### src/rtl/nibble_serial_adder_ctrl.sv
// Sequencer that steps two NIBBLES*4-bit operands LSB-first through one shared
// external 4-bit adder, chaining carry in a register, and returns the result via valid/ready.
module nibble_serial_adder_ctrl #(
    parameter int NIBBLES = 4
) (
    input  logic                   clk_i,
    input  logic                   rst_i,
    input  logic                   in_valid_i,
    output logic                   in_ready_o,
    input  logic [4*NIBBLES-1:0]   op_a_i,
    input  logic [4*NIBBLES-1:0]   op_b_i,
    input  logic                   op_sub_i,
    input  logic                   op_cin_i,
    output logic [3:0]             add_a_o,
    output logic [3:0]             add_b_o,
    output logic                   add_cin_o,
    input  logic [3:0]             add_sum_i,
    input  logic                   add_cout_i,
    output logic                   out_valid_o,
    input  logic                   out_ready_i,
    output logic [4*NIBBLES-1:0]   result_o,
    output logic                   carry_out_o,
    output logic                   overflow_o
);

    localparam int IW = (NIBBLES > 1) ? $clog2(NIBBLES) : 1;

    typedef enum logic [1:0] {IDLE, RUN, DONE} state_t;

    state_t                  state_q, state_d;
    logic [NIBBLES-1:0][3:0] a_q, b_q, res_q;
    logic [IW-1:0]           idx_q;
    logic                    carry_q, cout_q, ovf_q;
    logic                    last_nib;

    assign last_nib = (idx_q == IW'(NIBBLES - 1));

    always_comb begin
        state_d     = state_q;
        in_ready_o  = 1'b0;
        out_valid_o = 1'b0;
        add_a_o     = 4'h0;
        add_b_o     = 4'h0;
        add_cin_o   = 1'b0;
        case (state_q)
            IDLE: begin
                in_ready_o = 1'b1;
                if (in_valid_i) state_d = RUN;
            end
            RUN: begin
                add_a_o   = a_q[idx_q];
                add_b_o   = b_q[idx_q];
                add_cin_o = carry_q;
                if (last_nib) state_d = DONE;
            end
            DONE: begin
                out_valid_o = 1'b1;
                if (out_ready_i) state_d = IDLE;
            end
            default: state_d = IDLE;
        endcase
    end

    // B is stored pre-inverted for subtract, so the signed-overflow test below
    // compares against the operand the adder actually saw.
    always_ff @(posedge clk_i) begin
        if (rst_i) begin
            state_q <= IDLE;
            a_q     <= '0;
            b_q     <= '0;
            res_q   <= '0;
            idx_q   <= '0;
            carry_q <= 1'b0;
            cout_q  <= 1'b0;
            ovf_q   <= 1'b0;
        end else begin
            state_q <= state_d;
            case (state_q)
                IDLE: begin
                    if (in_valid_i) begin
                        a_q     <= op_a_i;
                        b_q     <= op_sub_i ? ~op_b_i : op_b_i;
                        carry_q <= op_sub_i | op_cin_i;
                        idx_q   <= '0;
                    end
                end
                RUN: begin
                    res_q[idx_q] <= add_sum_i;
                    carry_q      <= add_cout_i;
                    idx_q        <= idx_q + 1'b1;
                    if (last_nib) begin
                        cout_q <= add_cout_i;
                        ovf_q  <= (a_q[NIBBLES-1][3] == b_q[NIBBLES-1][3]) &&
                                  (add_sum_i[3] != a_q[NIBBLES-1][3]);
                    end
                end
                default: ;
            endcase
        end
    end

    assign result_o    = res_q;
    assign carry_out_o = cout_q;
    assign overflow_o  = ovf_q;

endmodule
### config.mk
export PLATFORM = sky130hd
export DESIGN_NAME = nibble_serial_adder_ctrl
export DESIGN_NICKNAME = d
export VERILOG_FILES = /design/src/rtl/nibble_serial_adder_ctrl.sv
export SDC_FILE = /design/constraint.sdc
export NUM_CORES = 1
export LEC_CHECK = 0
export ABC_AREA = 1
export BUFFER_PORTS_ARGS = -buffer_cell sky130_fd_sc_hd__buf_2
export CORE_ASPECT_RATIO = 0.7
export CORE_UTILIZATION = 40
export CTS_BUF_LIST = sky130_fd_sc_hd__clkbuf_8 sky130_fd_sc_hd__clkbuf_16
export CTS_CLUSTER_DIAMETER = 80
export CTS_CLUSTER_SIZE = 16
export DETAILED_ROUTE_END_ITERATION = 16
export PLACE_DENSITY = 0.75
export SLEW_MARGIN = 20
export SYNTH_ARGS = -nofsm -noshare
export SYNTH_HDL_FRONTEND = slang
export SYNTH_SLANG_ARGS = --single-unit
### constraint.sdc
create_clock -name clk_i -period 2.4 [get_ports clk_i]
set_input_delay 0.72 -clock clk_i [delete_from_list [all_inputs] [get_ports clk_i]]
set_output_delay 0.72 -clock clk_i [all_outputs]
set_load 0.03 [all_outputs]
==> key figures, run 1 <==
Power
  – Switching part of the total: 27.57%
  – Peak supply drop: around 0.25 mV
  – Internal: around 0.0015 W
  – Combinational Power Share: about a fifth
  – PD cells: 655.1 nW/um^2
  – Sw Pwr: 0.0005532 W
  – Clock group share of total power: 31.2%
  – Lkg Pwr: ~1.5 nW
  – Sequential Power Share: approximately 50%

Clock tree
  – Total CTS buffers: 5
  – Post-CTS setup buffers: 0
  – Hold buffers post-CTS: 0
  – PostCTS Resize Cnt: 0
  – CTS Buffer Depth: 2
  – CTS tree: built
  – H-tree level count: 2
  – Clock sink total: 55
  – Clock-pin transition on the worst setup and hold timing paths: 90 ps
  – Clk Latency, worst-skew pair: around 300 ps
  – Clock tree root driver cell: clkbuf_8

Floorplan
  – DIE AREA: 6687 um^2
  – Die H: 68.72 um
  – Initial Utilization: between 40% and 50%
  – Core Area: approximately 5900 um^2
  – Row cnt: 23
  – Io pins: about 70
  – Die Width: roughly 97 um

Global route
  – First-pass GRT wire length: around 9000 um
  – Initial antenna violation count: 0
  – Vias in the first global route: 1,962
  – Total GRT Usage: ~17%
  – Largest net degree at the start of global routing: between 40 and 50
  – Gr ovfl total: 0

Synthesis
  – Top FF cell, synth: dfxtp_1
  – Post-Syn Area: 2544 um^2
  – Area contributors post-synth: dfxtp_1 43%, nor2_1 17%, nand2_1 10%
  – Commonest cells in the synthesized netlist: 117 x nor2_1, 69 x nand2_1, 55 x dfxtp_1
  – Share of the synthesized area in the top cell type: between 40% and 50%
  – Seq/Total Area, Yosys: a little over two fifths
  – Distinct cells, synth: 20
  – Post-synth ARST share: 0%
  – Most frequent cell after synthesis: nor2_1
  – Synth Net Count: between 400 and 500
  – Post-Synthesis Cells: approximately 370
  – Post-synth EDFFs: 0
  – Biggest area consumer among synthesized cells: dfxtp_1
  – Mean Syn Cell Area: slightly below 7 um^2
  – Post-synthesis register bit count: 55
  – Synth Warn #: 0

Setup path
  – CP Max Fanout: 17
  – CP delay by family, top: buffers and inverters
  – Max incr delay on CP: between 300 and 400 ps
  – Startpoint Class: register
  – Worst Path Arrival: around 1500 ps
  – Crit path cell chain: buf_6, nor2_1, nor2_1, o21ai_0, a21oi_1, buf_2
  – Critical path class: register to output port
  – R2r worst-path depth: 7
  – Number of cells on the critical path: 6
  – Cell mode on critical path: nor2_1
  – Worst Path Required: 1680 ps
  – Crit end category: output port
  – Slowest-stage cell, CP: dfxtp_2
  – WP buf/inv: 2

STA
  – Period utilisation layout: around 92%
  – Setup TNS: 0 ps
  – Worst clock skew: a little over 8 ps
  – Actual slew at the worst max-slew pin: 465.5 ps
  – Crit path time final: roughly 2200 ps
  – Rel. slew slack: just under 70%
  – Final Max Slew Viols: 0
  – RSZ-0062 raised after global routing: false
  – Max Fclk: around 450 MHz
  – Setup violators final: 0
  – Final hold vios: 0
  – WHS: between 400 and 500 ps

Final layout
  – Final core utilization: about half
  – Non-Filler Instances: slightly above 500
  – Nets@finish: 484
  – Area delta synth->final: 20.41%
  – # diodes: 0
  – Register area: around 1100 um^2
  – Filler Cells Inserted: around 610
  – Area occupied by multi-input gates: between 1000 and 1500 um^2
  – Layout cells sized above 1: approximately a fifth

Worst hold path
  – Hold WC Path Type: register to register
  – Hold depth: 2

Routing
  – Router iterations before antenna repair: 4
  – Post-route DRC: 0
  – DRT iter0 DRCs: 89
  – Drt via density: approximately 4.6
  – Post-Route WL: between 5000 and 6000 um
  – DR vias: between 2,000 and 2,500
  – Post-DR wirelength/cell: between 10 and 15 um
  – Routed Antenna Nets: 0

Place
  – Dpl hpwl: a little over 4000 um
  – GPL Wtd Cong: about 0.76
  – PortBufs: 71
  – Post-Place Cells: ~510

Run status
  – Outcome: completed

Job
  – MaxCap Viol Count: 0
## flip-flops by register name, indices dropped and copies added (netlist names)
signal,cells
state_q,2
result_o,16
overflow_o,1
a_q,16
idx_q,2
b_q,16
carry_q,1
carry_out_o,1
## power by group through the flow
stage	logic [W]	clock network [W]	registers, W
after detailed placement	0.000374	0	0.00103
after global routing	0.000423	0.000683	0.00102
final	0.000373	0.000626	0.00101
after CTS	0.000375	0.000640	0.00101
after floorplan	0.000251	0	0.00104
after global placement	0.000367	0	0.00103
## per-layer routing
metal | vias to the layer above | track usage (%) | share of wire [%]
met3 | 2 | 4.234 | 5.0
met1 | 1020 | 23.21 | 52
li1 | 1274 | - | -
met4 | 0 | 3.860 | 0.33
met5 | - | 0 | 0
met2 | 51 | 27.73 | 43
## area by class of cell
class,count,area share [%]
inverter,25,3.268
timing repair buffer,77,13.68
clock buffer,6,2.696
sequential,55,35.99
multi-input combinational,273,40.16
tap,75,3.064
clock inverter,2,1.144
## per-stage QoR
stage / cell area, um^2 / setup slack (ps) / power [W]
global route: 3063 / 31.66 / 0.002122
detailed placement: 2934 / 439.5 / 0.001401
floorplan: 2544 / 337.7 / 0.001296
finish: 3063 / 180.8 / 0.002007
CTS: 3052 / 95.50 / 0.002022
global placement: 2934 / 437.2 / 0.001393
## kinds of logic (layout without fill, tap and decap cells)
| group | after synthesis | after routing | synth area share, % |
|---|---|---|---|
| flops | 55 | 55 | 43.29 |
| simple gates | 192 | 192 | 28.78 |
| compound gates | 61 | 61 | 12.10 |
| xor+xnor | 16 | 16 | 5.509 |
| fa+ha+maj | 4 | 4 | 1.968 |
| buf+inv | 43 | 110 | 8.361 |
## cells in the final DEF, fill, tap and decap left out, drive strengths merged
master      n
dfxtp      55
o21ai      43
clkinv      1
bufinv      1
a21oi      17
clkbuf      7
inv        24
o211ai      1
ha          4
clkinvlp    1
nand3       3
buf        76
xnor2      16
nand2      70
nor2      119
## tightest hold or removal path, stage by stage, from the launching register on
cell and delay, ps:
dfxtp_1 310, inv_1 60, a21oi_1 50
## worst paths after layout
check / startpoint / endpoint / slack [ps]
setup / recovery: idx_q[0] / add_a_o[1] / 180
hold / removal: a_q[7] / a_q[7] / 450
setup reg to reg: state_q[1] / overflow_o / 770
hold reg to reg: a_q[7] / a_q[7] / 450
Power figures use the tool's default switching activity.
==> inputs of run 2 (changes only) <==
--- a/config.mk
+++ b/config.mk
@@ -9,11 +9,10 @@
 export BUFFER_PORTS_ARGS = -buffer_cell sky130_fd_sc_hd__buf_2
 export CORE_ASPECT_RATIO = 0.7
-export CORE_UTILIZATION = 40
+export CORE_UTILIZATION = 55
 export CTS_BUF_LIST = sky130_fd_sc_hd__clkbuf_8 sky130_fd_sc_hd__clkbuf_16
 export CTS_CLUSTER_DIAMETER = 80
 export CTS_CLUSTER_SIZE = 16
 export DETAILED_ROUTE_END_ITERATION = 16
-export PLACE_DENSITY = 0.75
-export SLEW_MARGIN = 20
+export PLACE_DENSITY = 0.95
 export SYNTH_ARGS = -nofsm -noshare
 export SYNTH_HDL_FRONTEND = slang
==> constraint.sdc (replaced) <==
create_clock -name clk_i -period 2.4 [get_ports clk_i]
set_input_delay 0.12 -clock clk_i [delete_from_list [all_inputs] [get_ports clk_i]]
set_output_delay 0.12 -clock clk_i [all_outputs]
set_load 0.03 [all_outputs]
==> key figures, run 2 (synthesized netlist as in run 1, its figures left out) <==
Run status
  – Outcome: completed

Floorplan
  – Row cnt: 20 (-13%)
  – Die H: 58.90 um (-14%)
  – Core Area: 4379 um^2 (-26%)
  – Initial Utilization: 58.09% (+15 points)
  – Die Width: 83.29 um (-14%)
  – Io pins: 72 (unchanged)
  – DIE AREA: 4905 um^2 (-27%)

Clock tree
  – Clk Latency, worst-skew pair: 300 ps (about the same)
  – H-tree level count: 2 (unchanged)
  – Clock tree root driver cell: clkbuf_8
  – Clock sink total: 55 (unchanged)
  – CTS Buffer Depth: 2 (unchanged)
  – Hold buffers post-CTS: 0 (unchanged)
  – CTS tree: built
  – Total CTS buffers: 5 (unchanged)
  – Clock-pin transition on the worst setup and hold timing paths: 100 ps (about the same)
  – Post-CTS setup buffers: 0 (unchanged)
  – PostCTS Resize Cnt: 0 (unchanged)

STA
  – Period utilisation layout: 81.90% (-11 points)
  – WHS: 45.53 ps (-409.3 ps)
  – Setup TNS: 0 ps (unchanged)
  – Crit path time final: 1966 ps (-253.6 ps)
  – Setup violators final: 0 (unchanged)
  – Final Max Slew Viols: 0 (unchanged)
  – Worst clock skew: 8.033 ps (-0.2175 ps)
  – Rel. slew slack: 45.40% (-24 points)
  – Final hold vios: 0 (unchanged)
  – RSZ-0062 raised after global routing: false
  – Max Fclk: 508.7 MHz (+13%)
  – Worst setup margin: 434.4 ps (+253.6 ps)
  – Actual slew at the worst max-slew pin: 818.0 ps (+352.6 ps)

Final layout
  – Commonest cells after routing, fill and taps aside: 117 x nor2_1, 71 x buf_2, 69 x nand2_1, 55 x dfxtp_1, 41 x o21ai_0
  – Layout cells sized above 1: 19.35% (-1.4 points)
  – Commonest non-fill, non-tap cell in the layout: nor2_1
  – Finished Cell Area: 2952 um^2 (-3.6%)
  – Area occupied by multi-input gates: 1230 um^2 (unchanged)
  – Register area: 1101 um^2 (-0.11%)
  – Filler Cells Inserted: 365 (-41%)
  – Area delta synth->final: 16.04%
  – # diodes: 0 (unchanged)
  – Nets@finish: 480 (-0.83%)
  – Final core utilization: 67.40% (+16 points)

Setup path
  – Worst Path Required: 2280 ps (+600 ps)
  – Slowest-stage cell, CP: dfxtp_1
  – Worst Path Arrival: 1850 ps (+350 ps)
  – Startpoint Class: register
  – Crit path cell chain: inv_1, nor2_1, o21ai_0, a21oi_1, buf_2
  – Crit end category: output port
  – Max incr delay on CP: 530 ps (+150 ps)
  – WP buf/inv: 2 (unchanged)
  – CP Max Fanout: 13 (-4)
  – Critical path class: register to output port
  – CP delay by family, top: buffers and inverters

Routing
  – Routed Antenna Nets: 0 (unchanged)
  – DR vias: 2,449 (+4.3%)
  – Drt via density: 5.008 (+9.5%)
  – Router iterations before antenna repair: 4 (unchanged)
  – Post-route DRC: 0 (unchanged)
  – Post-Route WL: 5625 um (-1.8%)
  – DRT iter0 DRCs: 184 (+110%)
  – Post-DR wirelength/cell: 11.50 um (+3.0%)

Global route
  – Initial antenna violation count: 0 (unchanged)
  – Vias in the first global route: 2,221 (+13%)
  – Largest net degree at the start of global routing: 44 (unchanged)
  – First-pass GRT wire length: 9542 um (+6.4%)
  – Total GRT Usage: 24.06% (+7.0 points)
  – Gr ovfl total: 0 (unchanged)

Place
  – PortBufs: 71 (unchanged)
  – GPL Wtd Cong: 0.8217 (+8.1%)
  – Area after DPL: 2867 um^2 (-2.3%)
  – Dpl hpwl: 4052 um (-0.79%)
  – Post-place setup slack: 716.4 ps (+276.9 ps)

Job
  – MaxCap Viol Count: 0 (unchanged)

Worst hold path
  – Hold WC Path Type: input pin to register

Power
  – Lkg Pwr: 1.451 nW (-2.6%)
  – Peak supply drop: 0.4313 mV (+71%)
  – PD cells: 631.7 nW/um^2 (-3.6%)
==> run 2: final cells by class <==
cell class,instances,area share [%]
clock inverters,3,0.5511
repair buffers,73,12.55
inverters,25,3.264
clock buffers,5,2.331
well taps,55,2.331
flip-flops and latches,55,37.30
multi-input cells,273,41.67
==> run 2: metrics by stage <==
stage / cells / total power, W
floorplan: 371 / 0.001296
global placement: 481 / 0.001375
detailed placement: 481 / 0.001391
CTS: 489 / 0.001867
global route: 489 / 0.001957
finish: 489 / 0.001864
==> run 2: worst paths after layout <==
check             startpoint  cells after the start  slack [ps]     endpoint
hold / removal         rst_i                      2          50  carry_out_o
hold reg to reg       a_q[7]                      2         460       a_q[7]
setup / recovery    idx_q[1]                      5         430   add_a_o[2]
setup reg to reg    idx_q[1]                      7         630  result_o[6]
==> run 2: report_power, final <==
group	switching (W)	total [W]	internal [W]
Sequential	0.0000354	0.00101	0.000976
Combinational	0.000231	0.000360	0.000129
Clock	0.000292	0.000492	0.000201
==> run 2: per-layer routing <==
layer  wire length (um)  up-vias  global-route usage (%)
met2               2555       69                   40.40
li1                   -     1263                       -
met5                  0        -                       0
met4                 44        0                   7.389
met3                311        6                   4.628
met1               2714     1111                   32.01
